**config.mk**
```make
export PLATFORM = sky130hd
export DESIGN_NAME = order_encoder
export DESIGN_NICKNAME = d
export VERILOG_FILES = /design/src/rtl/hft_pkg.sv /design/src/rtl/stock_code_rom.sv /design/src/rtl/order_encoder.sv
export SDC_FILE = /design/constraint.sdc
export NUM_CORES = 1
export LEC_CHECK = 0
export CORE_MARGIN = 1.5
export CORE_UTILIZATION = 58
export DETAILED_ROUTE_END_ITERATION = 8
export DONT_BUFFER_PORTS = 1
export PLACE_DENSITY_LB_ADDON = 0.12
export SLEW_MARGIN = 20
export SYNTH_ARGS = -nofsm -noshare
export SYNTH_HDL_FRONTEND = slang
export SYNTH_HIERARCHICAL = 1
export SYNTH_SLANG_ARGS = --single-unit
export TNS_END_PERCENT = 50
```
**constraint.sdc**
```tcl
create_clock -name i_clk -period 28.4 [get_ports i_clk]
set_input_delay 7.1 -clock i_clk [delete_from_list [all_inputs] [get_ports i_clk]]
set_output_delay 7.1 -clock i_clk [all_outputs]
set_load 0.01 [all_outputs]
```
**src/rtl/hft_pkg.sv**
```systemverilog
// hft_pkg -- shared types and constants for the order encoder.
//   order_t : order kind carried on i_order_type (ADD / CANCEL / EXECUTE / invalid)
//   trade_t : side carried on i_trade_type (BUY / SELL)
//   stock_t : symbol carried on i_stock_symbol
//   state_t : encoder FSM states
//   Type bytes, 64-bit space-padded ASCII stock codes and message geometry.
package hft_pkg;

    typedef enum logic [1:0] {
        ORD_ADD     = 2'd0,
        ORD_CANCEL  = 2'd1,
        ORD_EXECUTE = 2'd2,
        ORD_INVALID = 2'd3
    } order_t;

    typedef enum logic {
        TRADE_BUY  = 1'b0,
        TRADE_SELL = 1'b1
    } trade_t;

    typedef enum logic [1:0] {
        STK_AAPL  = 2'd0,
        STK_AMZN  = 2'd1,
        STK_GOOGL = 2'd2,
        STK_MSFT  = 2'd3
    } stock_t;

    typedef enum logic {
        ST_IDLE = 1'b0,
        ST_SEND = 1'b1
    } state_t;

    localparam logic [7:0] TYPE_BYTE_ADD     = 8'h41;
    localparam logic [7:0] TYPE_BYTE_CANCEL  = 8'h44;
    localparam logic [7:0] TYPE_BYTE_EXECUTE = 8'h45;

    localparam logic [63:0] CODE_AAPL  = 64'h4141504C20202020;
    localparam logic [63:0] CODE_AMZN  = 64'h414D5A4E20202020;
    localparam logic [63:0] CODE_GOOGL = 64'h474F4F474C202020;
    localparam logic [63:0] CODE_MSFT  = 64'h4D53465420202020;

    localparam int NUM_WORDS = 9;
    localparam int WORD_BITS = 32;
    localparam int MSG_BITS  = NUM_WORDS * WORD_BITS;

    // Index of the final word of a message.
    localparam logic [3:0] LAST_IDX = 4'(NUM_WORDS - 1);

    // Leading type byte for a valid order kind; invalid kinds map to 0.
    function automatic logic [7:0] type_byte(input order_t kind);
        case (kind)
            ORD_ADD:     return TYPE_BYTE_ADD;
            ORD_CANCEL:  return TYPE_BYTE_CANCEL;
            ORD_EXECUTE: return TYPE_BYTE_EXECUTE;
            default:     return 8'h00;
        endcase
    endfunction

endpackage

```
**src/rtl/stock_code_rom.sv**
```systemverilog
// stock_code_rom -- combinational symbol-to-code lookup.
//   i_symbol : stock symbol (AAPL / AMZN / GOOGL / MSFT)
//   o_code   : 64-bit space-padded ASCII code for that symbol
module stock_code_rom
    import hft_pkg::*;
(
    input  stock_t      i_symbol,
    output logic [63:0] o_code
);

    always_comb begin
        case (i_symbol)
            STK_AAPL:  o_code = CODE_AAPL;
            STK_AMZN:  o_code = CODE_AMZN;
            STK_GOOGL: o_code = CODE_GOOGL;
            STK_MSFT:  o_code = CODE_MSFT;
            default:   o_code = CODE_AAPL;
        endcase
    end

endmodule

```
**src/rtl/order_encoder.sv**
```systemverilog
// order_encoder -- packs one order into a 288-bit message and streams it
// out as nine 32-bit words, word 0 first.
//   i_clk, i_reset       : clock, synchronous active-high reset
//   i_valid / o_ready    : order handshake (o_ready only while idle)
//   i_order_type ... i_tracking_number : order fields, sampled at the handshake
//   o_word, o_word_valid, i_word_ready : output word stream
//   o_word_idx, o_last   : index of the current word, marker for word 8
//   o_err                : one-cycle pulse for an order with an invalid type
//   o_msg_count          : completed messages, wraps at 16 bits
module order_encoder
    import hft_pkg::*;
(
    input  logic        i_clk,
    input  logic        i_reset,
    input  logic        i_valid,
    output logic        o_ready,
    input  logic [1:0]  i_order_type,
    input  logic [1:0]  i_stock_symbol,
    input  logic [31:0] i_order_id,
    input  logic [31:0] i_price,
    input  logic [31:0] i_quantity,
    input  logic        i_trade_type,
    input  logic [47:0] i_timestamp,
    input  logic [15:0] i_locate_code,
    input  logic [15:0] i_tracking_number,
    output logic [31:0] o_word,
    output logic        o_word_valid,
    input  logic        i_word_ready,
    output logic        o_last,
    output logic [3:0]  o_word_idx,
    output logic        o_err,
    output logic [15:0] o_msg_count
);

    state_t              state_q, state_d;
    logic [3:0]          idx_q, idx_d;
    logic [15:0]         msg_count_q, msg_count_d;
    logic                err_q, err_d;
    logic [MSG_BITS-1:0] msg_q, msg_d;
    logic                load_msg;
    logic [63:0]         stock_code;
    order_t              order_kind;
    logic                send_active;

    assign order_kind = order_t'(i_order_type);

    stock_code_rom u_stock_code_rom (
        .i_symbol (stock_t'(i_stock_symbol)),
        .o_code   (stock_code)
    );

    // Message assembly from the live input fields; only captured on accept.
    always_comb begin
        msg_d          = '0;
        msg_d[7:0]     = type_byte(order_kind);
        msg_d[23:8]    = i_locate_code;
        msg_d[39:24]   = i_tracking_number;
        msg_d[87:40]   = i_timestamp;
        msg_d[151:88]  = {32'b0, i_order_id};
        case (order_kind)
            ORD_ADD: begin
                msg_d[159:152] = (trade_t'(i_trade_type) == TRADE_SELL) ? 8'h01 : 8'h00;
                msg_d[191:160] = i_quantity;
                msg_d[255:192] = stock_code;
                msg_d[287:256] = i_price;
            end
            ORD_CANCEL: begin
                msg_d[215:152] = stock_code;
            end
            ORD_EXECUTE: begin
                msg_d[183:152] = i_quantity;
                msg_d[247:184] = stock_code;
            end
            default: ;
        endcase
    end

    // NOTE: every variable written here gets a default first, so no path
    // through the case leaves one unassigned and no latch is inferred.
    always_comb begin
        state_d     = state_q;
        idx_d       = idx_q;
        msg_count_d = msg_count_q;
        err_d       = 1'b0;
        load_msg    = 1'b0;
        case (state_q)
            ST_IDLE: begin
                if (i_valid) begin
                    // An invalid type is still consumed, but only flags an error.
                    if (order_kind == ORD_INVALID) begin
                        err_d = 1'b1;
                    end else begin
                        load_msg = 1'b1;
                        idx_d    = 4'd0;
                        state_d  = ST_SEND;
                    end
                end
            end
            ST_SEND: begin
                if (i_word_ready) begin
                    if (idx_q == LAST_IDX) begin
                        idx_d       = 4'd0;
                        msg_count_d = msg_count_q + 16'd1;
                        state_d     = ST_IDLE;
                    end else begin
                        idx_d = idx_q + 4'd1;
                    end
                end
            end
            default: state_d = ST_IDLE;
        endcase
    end

    // NOTE: sequential state uses non-blocking assignments so every flop
    // samples the pre-edge values, independent of statement order.
    always_ff @(posedge i_clk) begin
        if (i_reset) begin
            state_q     <= ST_IDLE;
            idx_q       <= 4'd0;
            msg_count_q <= 16'd0;
            err_q       <= 1'b0;
        end else begin
            state_q     <= state_d;
            idx_q       <= idx_d;
            msg_count_q <= msg_count_d;
            err_q       <= err_d;
        end
    end

    // NOTE: the message register is wide data, not control; it is left
    // unreset because every read of it is gated by the SEND state.
    always_ff @(posedge i_clk) begin
        if (load_msg) begin
            msg_q <= msg_d;
        end
    end

    // Outputs are masked by i_reset so they read zero for the whole reset
    // cycle, not only after the first reset edge.
    assign send_active  = (state_q == ST_SEND) && !i_reset;
    assign o_ready      = (state_q == ST_IDLE) && !i_reset;
    assign o_word_valid = send_active;
    assign o_word       = send_active ? msg_q[{idx_q, 5'b0} +: WORD_BITS] : '0;
    assign o_word_idx   = send_active ? idx_q : 4'd0;
    assign o_last       = send_active && (idx_q == LAST_IDX);
    assign o_err        = err_q && !i_reset;
    assign o_msg_count  = i_reset ? 16'd0 : msg_count_q;

endmodule

```
==> flow_summary.toml, run 1 <==
[clock_network]
clock_latency_ps = 560
clk_path_buf_depth = 3
htreeDepth = 1
tritoncts = "yes"
clock_sinks = 273
clock_tree.root_cell = "clkbuf_16"
numCtsBuffers = 29
postCtsSetupBuffers = 0
cts_resized = 0
ctsHoldBuffers = 0
clk_pin_slew_worst_paths_ps = 60

[die]
core_area_sq_um = 21800
die_area_sq_um = 23000
rows = 54
die_x_um = 152
die_h_um = 152
pin_count = 241
start_util = 0.588

[setup_path]
arrival_ps = 8550
cp-end-kind = "primary output"
r2r-start = "idx_q[0]"
critPathKind = "in -> out"
ff2ff_setup_slack_ps = 25340
r2r-end = "msg_count_q[13]"
startpoint_type = "input port"
cp_max_fo = 40
critical_path_required_ps = 21300
r2r_cells = 6

[drt]
routed_wl_um = 29200
drtAntennaViolNets = 0
post_drt_via_cell_ratio = 6.50
wire_per_inst_um = 24.4
first_pass_iters = 9
vias = 7785
first_iter_violations = 968
drc = 0

[place]
port_buffers = 0
dpl.hpwl_um = 18600
placed_area_sq_um = 12700
dp_slack_ps = 12350
routabilityCongestion = 0.871

[global_route]
grt_first_pass_wirelength_um = 42800
grt_pass1_vias = 7602
antenna_found_initial = 3
grt_max_degree = 170
gr-usage-all-layers = 0.248
gr-total-overflow = 0

[sta]
fin_crit_ps = 15650
tightest_slew_ps = 1040
slew_violations = 0
fin_crit_sh = 0.551
fmax_mhz = 63.9
setup_tns_ps = 0
setup_ws_ps = 12750
hold_viol_final = 0
holdWs_ps = 486
setup_viol = 0
clock_skew_ps = 26.9
rsz0062_at_grt = "no"
timing.slew.headroom = 0.303

[job]
cap_viol_max_count = 0

[power_and_ir_drop]
power_density_nw_per_um2 = 67.1
p_leak_nw = 4.61
peakVddDrop_mv = 0.0507

[finish]
final_area_sq_um = 13700
area_growth_syn_to_layout_pct = 7.22
layout.nets = 1091
multi_input_area_sq_um = 4250
seq_area_sq_um = 7990
mostFrequentLayoutCell = "edfxtp_1"
fin_util = 0.630
fill_cells = 1615
drive_gt1_frac = 0.150
layout_common_cells = "edfxtp_1 (251), nor2_1 (94), o21ai_0 (59)"

[hold_path]
holdCritStartpoint = "msg_count_q[14]"
hold_path_end = "msg_count_q[14]"
min_path_type = "reg -> reg"
hold_path_depth = 2

[synthesis]
yosysSeqAreaShare = 0.624
avgSynthCellArea_sq_um = 13.6
ys_ff_latch = 273
synth_cells = 942
synth_ff_type = "edfxtp_1"
synth_cell_types = 40
synth_warnings = 6
synth-edff-count = 251
postSynth.asyncResetShare = 0
synth_area_sq_um = 12800

[run_status]
outcome = "finished clean"
==> power breakdown <==
| group | total (mW) | switching, mW | internal [mW] | leakage [nW] |
|---|---|---|---|---|
| sequential | 0.474 | 0.00745 | 0.466 | 2.60 |
| clock | 0.388 | 0.156 | 0.232 | 0.481 |
| combinational | 0.0588 | 0.0372 | 0.0216 | 1.53 |
==> flip-flops by register name, indices dropped and copies added (netlist names) <==
signal	count
err_q	1
idx_q	4
msg_count_q	16
msg_q	251
state_q	1
==> cells by family after synthesis <==
| family | Yosys count | synth area share |
|---|---|---|
| buffers and inverters | 148 | 0.0617 |
| DFF | 273 | 0.624 |
| and+or+nand+nor | 229 | 0.0862 |
| AOI/OAI and AO/OA | 199 | 0.120 |
| adders and majority gates | 14 | 0.0137 |
| other | 2 | 0.000587 |
| muxes | 69 | 0.0888 |
| xor gates and xnor gates | 8 | 0.00548 |
==> worst max path at each step <==
| stage | start | to | slack [ps] |
|---|---|---|---|
| 2_1_floorplan | i_order_type[0] | idx_q[3] | 1350 |
| 4_1_cts | i_reset | o_word[31] | 12350 |
| 3_3_place_gp | i_reset | o_word[27] | 12540 |
| 3_5_place_dp | i_reset | o_word[31] | 12350 |
| 5_1_grt | i_reset | o_word[25] | 12590 |
| 6_report | i_reset | o_word[31] | 12750 |
==> final cells by class <==
| type | count | area share |
|---|---|---|
| Multi-Input combinational cell | 563 | 0.310 |
| Tap cell | 280 | 0.0255 |
| Clock buffer | 31 | 0.0535 |
| Inverter | 16 | 0.00438 |
| Sequential cell | 273 | 0.582 |
| Timing Repair Buffer | 9 | 0.00611 |
| Antenna cell | 2 | 0.000365 |
| Clock inverter | 23 | 0.0183 |
==> per-layer routing <==
metal	up-vias	part of all wire	routed length (um)	GRT usage
li1	3486	-	-	-
met4	0	0.026	760	0.0788
met2	401	0.48	14000	0.404
met3	49	0.10	3040	0.0751
met5	-	0	0	0
met1	3849	0.39	11400	0.321
==> metrics by stage <==
step,power (mW),cells
3_5_place_dp,0.540,1141
5_1_grt,0.949,1197
4_1_cts,0.925,1195
2_1_floorplan,0.545,984
3_3_place_gp,0.537,1141
6_report,0.921,1197
==> synthesized netlist by cell type, drive strengths merged, types with 3 or more instances <==
| master | number | area, sq um |
|---|---|---|
| and2 | 41 | 257 |
| nand4 | 3 | 33.8 |
| a21oi | 6 | 30.0 |
| edfxtp | 251 | 7540 |
| xnor2 | 8 | 70.1 |
| nor2b | 17 | 106 |
| o21ai | 64 | 320 |
| ha | 14 | 175 |
| a221oi | 27 | 236 |
| nor2 | 96 | 360 |
| and4 | 3 | 26.3 |
| buf | 73 | 507 |
| a222oi | 57 | 571 |
| mux2 | 36 | 405 |
| clkbuf | 59 | 223 |
| inv | 16 | 60.1 |
| a22o | 32 | 280 |
| nand3 | 8 | 40.0 |
| a22oi | 12 | 90.1 |
| nand2 | 41 | 154 |
| nor3 | 7 | 35.0 |
| mux4 | 32 | 721 |
| dfxtp | 22 | 440 |
==> worst max-delay path, cell delays in order <==
cell and delay, ps:
nand2b_1 240, nor2_4 560, o21ai_0 250, o21ai_0 390
Note: power is estimated with default switching activity, not from simulation.
==> run 2: changes to the inputs <==
--- a/config.mk
+++ b/config.mk
@@ -6,7 +6,7 @@
 export NUM_CORES = 1
 export LEC_CHECK = 0
 export CORE_MARGIN = 1.5
-export CORE_UTILIZATION = 58
+export CORE_UTILIZATION = 60
 export DETAILED_ROUTE_END_ITERATION = 8
 export DONT_BUFFER_PORTS = 1
 export PLACE_DENSITY_LB_ADDON = 0.12
==> constraint.sdc (replaced) <==
create_clock -name i_clk -period 15.5 [get_ports i_clk]
set_input_delay 3.875 -clock i_clk [delete_from_list [all_inputs] [get_ports i_clk]]
set_output_delay 3.875 -clock i_clk [all_outputs]
set_load 0.01 [all_outputs]
==> run 2 against run 1 <==
Effect of this change: via count rose by 0.28%; largest power group unchanged; clock skew shrank 19 ps; the run now ends with DRC left; global-route usage grew 1.3 points; flip-flop and latch count unchanged; critical path depth rose by 2; non-clock buffer count grew 3; sequential share of layout area is 0.26 points higher; register-to-register slack got worse by 13000 ps.
==> flow_summary.toml, run 2 (synthesis results as in run 1) <==
[setup_path]
critPathKind = "in -> out"
r2r-start = "state_q"
r2r_cells = 3
startpoint_type = "input port"
cp-end-kind = "primary output"
cp_max_fo = 40
critical_path_required_ps = 11620
r2r-end = "msg_q[110]"
arrival_ps = 5710
ff2ff_setup_slack_ps = 12770

[place]
dpl.hpwl_um = 18900
placed_area_sq_um = 12700
port_buffers = 0
dp_slack_ps = 5880
dp.cells = 1139
routabilityCongestion = 0.828

[power_and_ir_drop]
power_density_nw_per_um2 = 121
peakVddDrop_mv = 0.0854
p_leak_nw = 4.59

[drt]
post_drt_via_cell_ratio = 6.56
first_iter_violations = 957
routed_wl_um = 29300
drc = 16
vias = 7807
drtAntennaViolNets = 0
first_pass_iters = 9
wire_per_inst_um = 24.6

[sta]
tightest_slew_ps = 1040
slew_violations = 0
setup_tns_ps = 0
fin_crit_sh = 0.619
setup_viol = 0
timing.slew.headroom = 0.306
rsz0062_at_grt = "no"
fmax_mhz = 104
setup_ws_ps = 5910
fin_crit_ps = 9590
clock_skew_ps = 7.56
hold_viol_final = 0

[finish]
regMostFlops = "msg_q"
area_growth_syn_to_layout_pct = 6.75
final_cells = 1190
fill_cells = 1537
layout.nets = 1093
final_area_sq_um = 13700
layout_common_cells = "edfxtp_1 (251), nor2_1 (94), o21ai_0 (59)"
seq_area_sq_um = 7990
mostFrequentLayoutCell = "edfxtp_1"
reg_top3 = "msg_q: 251 flops, msg_count_q: 16 flops, idx_q: 4 flops"
largest_reg_flops = 251
drive_gt1_frac = 0.149
multi_input_area_sq_um = 4240

[global_route]
grt_max_degree = 121
grt_pass1_vias = 7660
gr-total-overflow = 0
globalRouteMet1Util = 0.349
top_usage_layer = "met2"
grt_use_met2 = 0.429
antenna_found_initial = 3
grt_first_pass_wirelength_um = 43900
gr-usage-all-layers = 0.261
grtUsageMet3 = 0.0590

[clock_network]
ctsHoldBuffers = 0
tritoncts = "yes"
clock_latency_ps = 540
postCtsSetupBuffers = 0
htreeDepth = 1
numCtsBuffers = 28
clk_path_buf_depth = 3
cts_resized = 0
clock_sinks = 273
clock_tree.root_cell = "clkbuf_16"
clk_pin_slew_worst_paths_ps = 70

[hold_path]
hold_path_end = "msg_count_q[14]"
holdCritStartpoint = "msg_count_q[14]"
hold_path_depth = 2
min_path_type = "reg -> reg"

[die]
die_x_um = 149
core_area_sq_um = 21000
start_util = 0.611
die_area_sq_um = 22200
pin_count = 241
rows = 53
die_h_um = 149

[run_status]
outcome = "complete, but fails checks"
violations = "DRC"

[job]
cap_viol_max_count = 0
run 2: worst max-delay path, cell delays in order:
cell and delay, ps:
nand2b_1 260, inv_1 210, and4_1 680, buf_4 390
nand2_1 80, o21ai_1 210
run 2: worst max path at each step:
stage	endpoint	from	slack, ps	cells past startpoint
after global routing	o_word[21]	i_reset	5780	6
after CTS	o_word[17]	i_reset	5860	4
after detailed placement	o_word[17]	i_reset	5880	4
after global placement	o_word[21]	i_reset	6020	6
final	o_word[21]	i_reset	5910	6
after floorplan	idx_q[3]	i_order_type[0]	730	5
run 2: cell type report:
cell class,count,share of cell area
diodes,1,0.000183
clock buffers,30,0.0534
clock inverters,20,0.0146
inverters,16,0.00440
multi-input cells,563,0.310
flip-flops and latches,273,0.585
well taps,275,0.0252
repair buffers,12,0.00715
run 2: where the power goes:
group          switching, mW  total, mW  internal [mW]
clock network          0.274      0.678          0.404
logic                 0.0710      0.110         0.0394
registers             0.0107      0.865          0.855
run 2: metal layers:
| layer | up-vias | share of wire |
|---|---|---|
| li1 | 3489 | - |
| met2 | 394 | 0.49 |
| met1 | 3880 | 0.39 |
| met4 | 0 | 0.026 |
| met3 | 44 | 0.097 |
| met5 | - | 0 |
run 2: through the flow:
stage | hold slack, ps | utilization | total power [mW]
finish | 505 | 0.652 | 1.65
global route | 522 | 0.652 | 1.70
CTS | 509 | 0.651 | 1.66
detailed placement | 489 | 0.606 | 0.989
global placement | 466 | 0.606 | 0.983
floorplan | 458 | - | 0.986
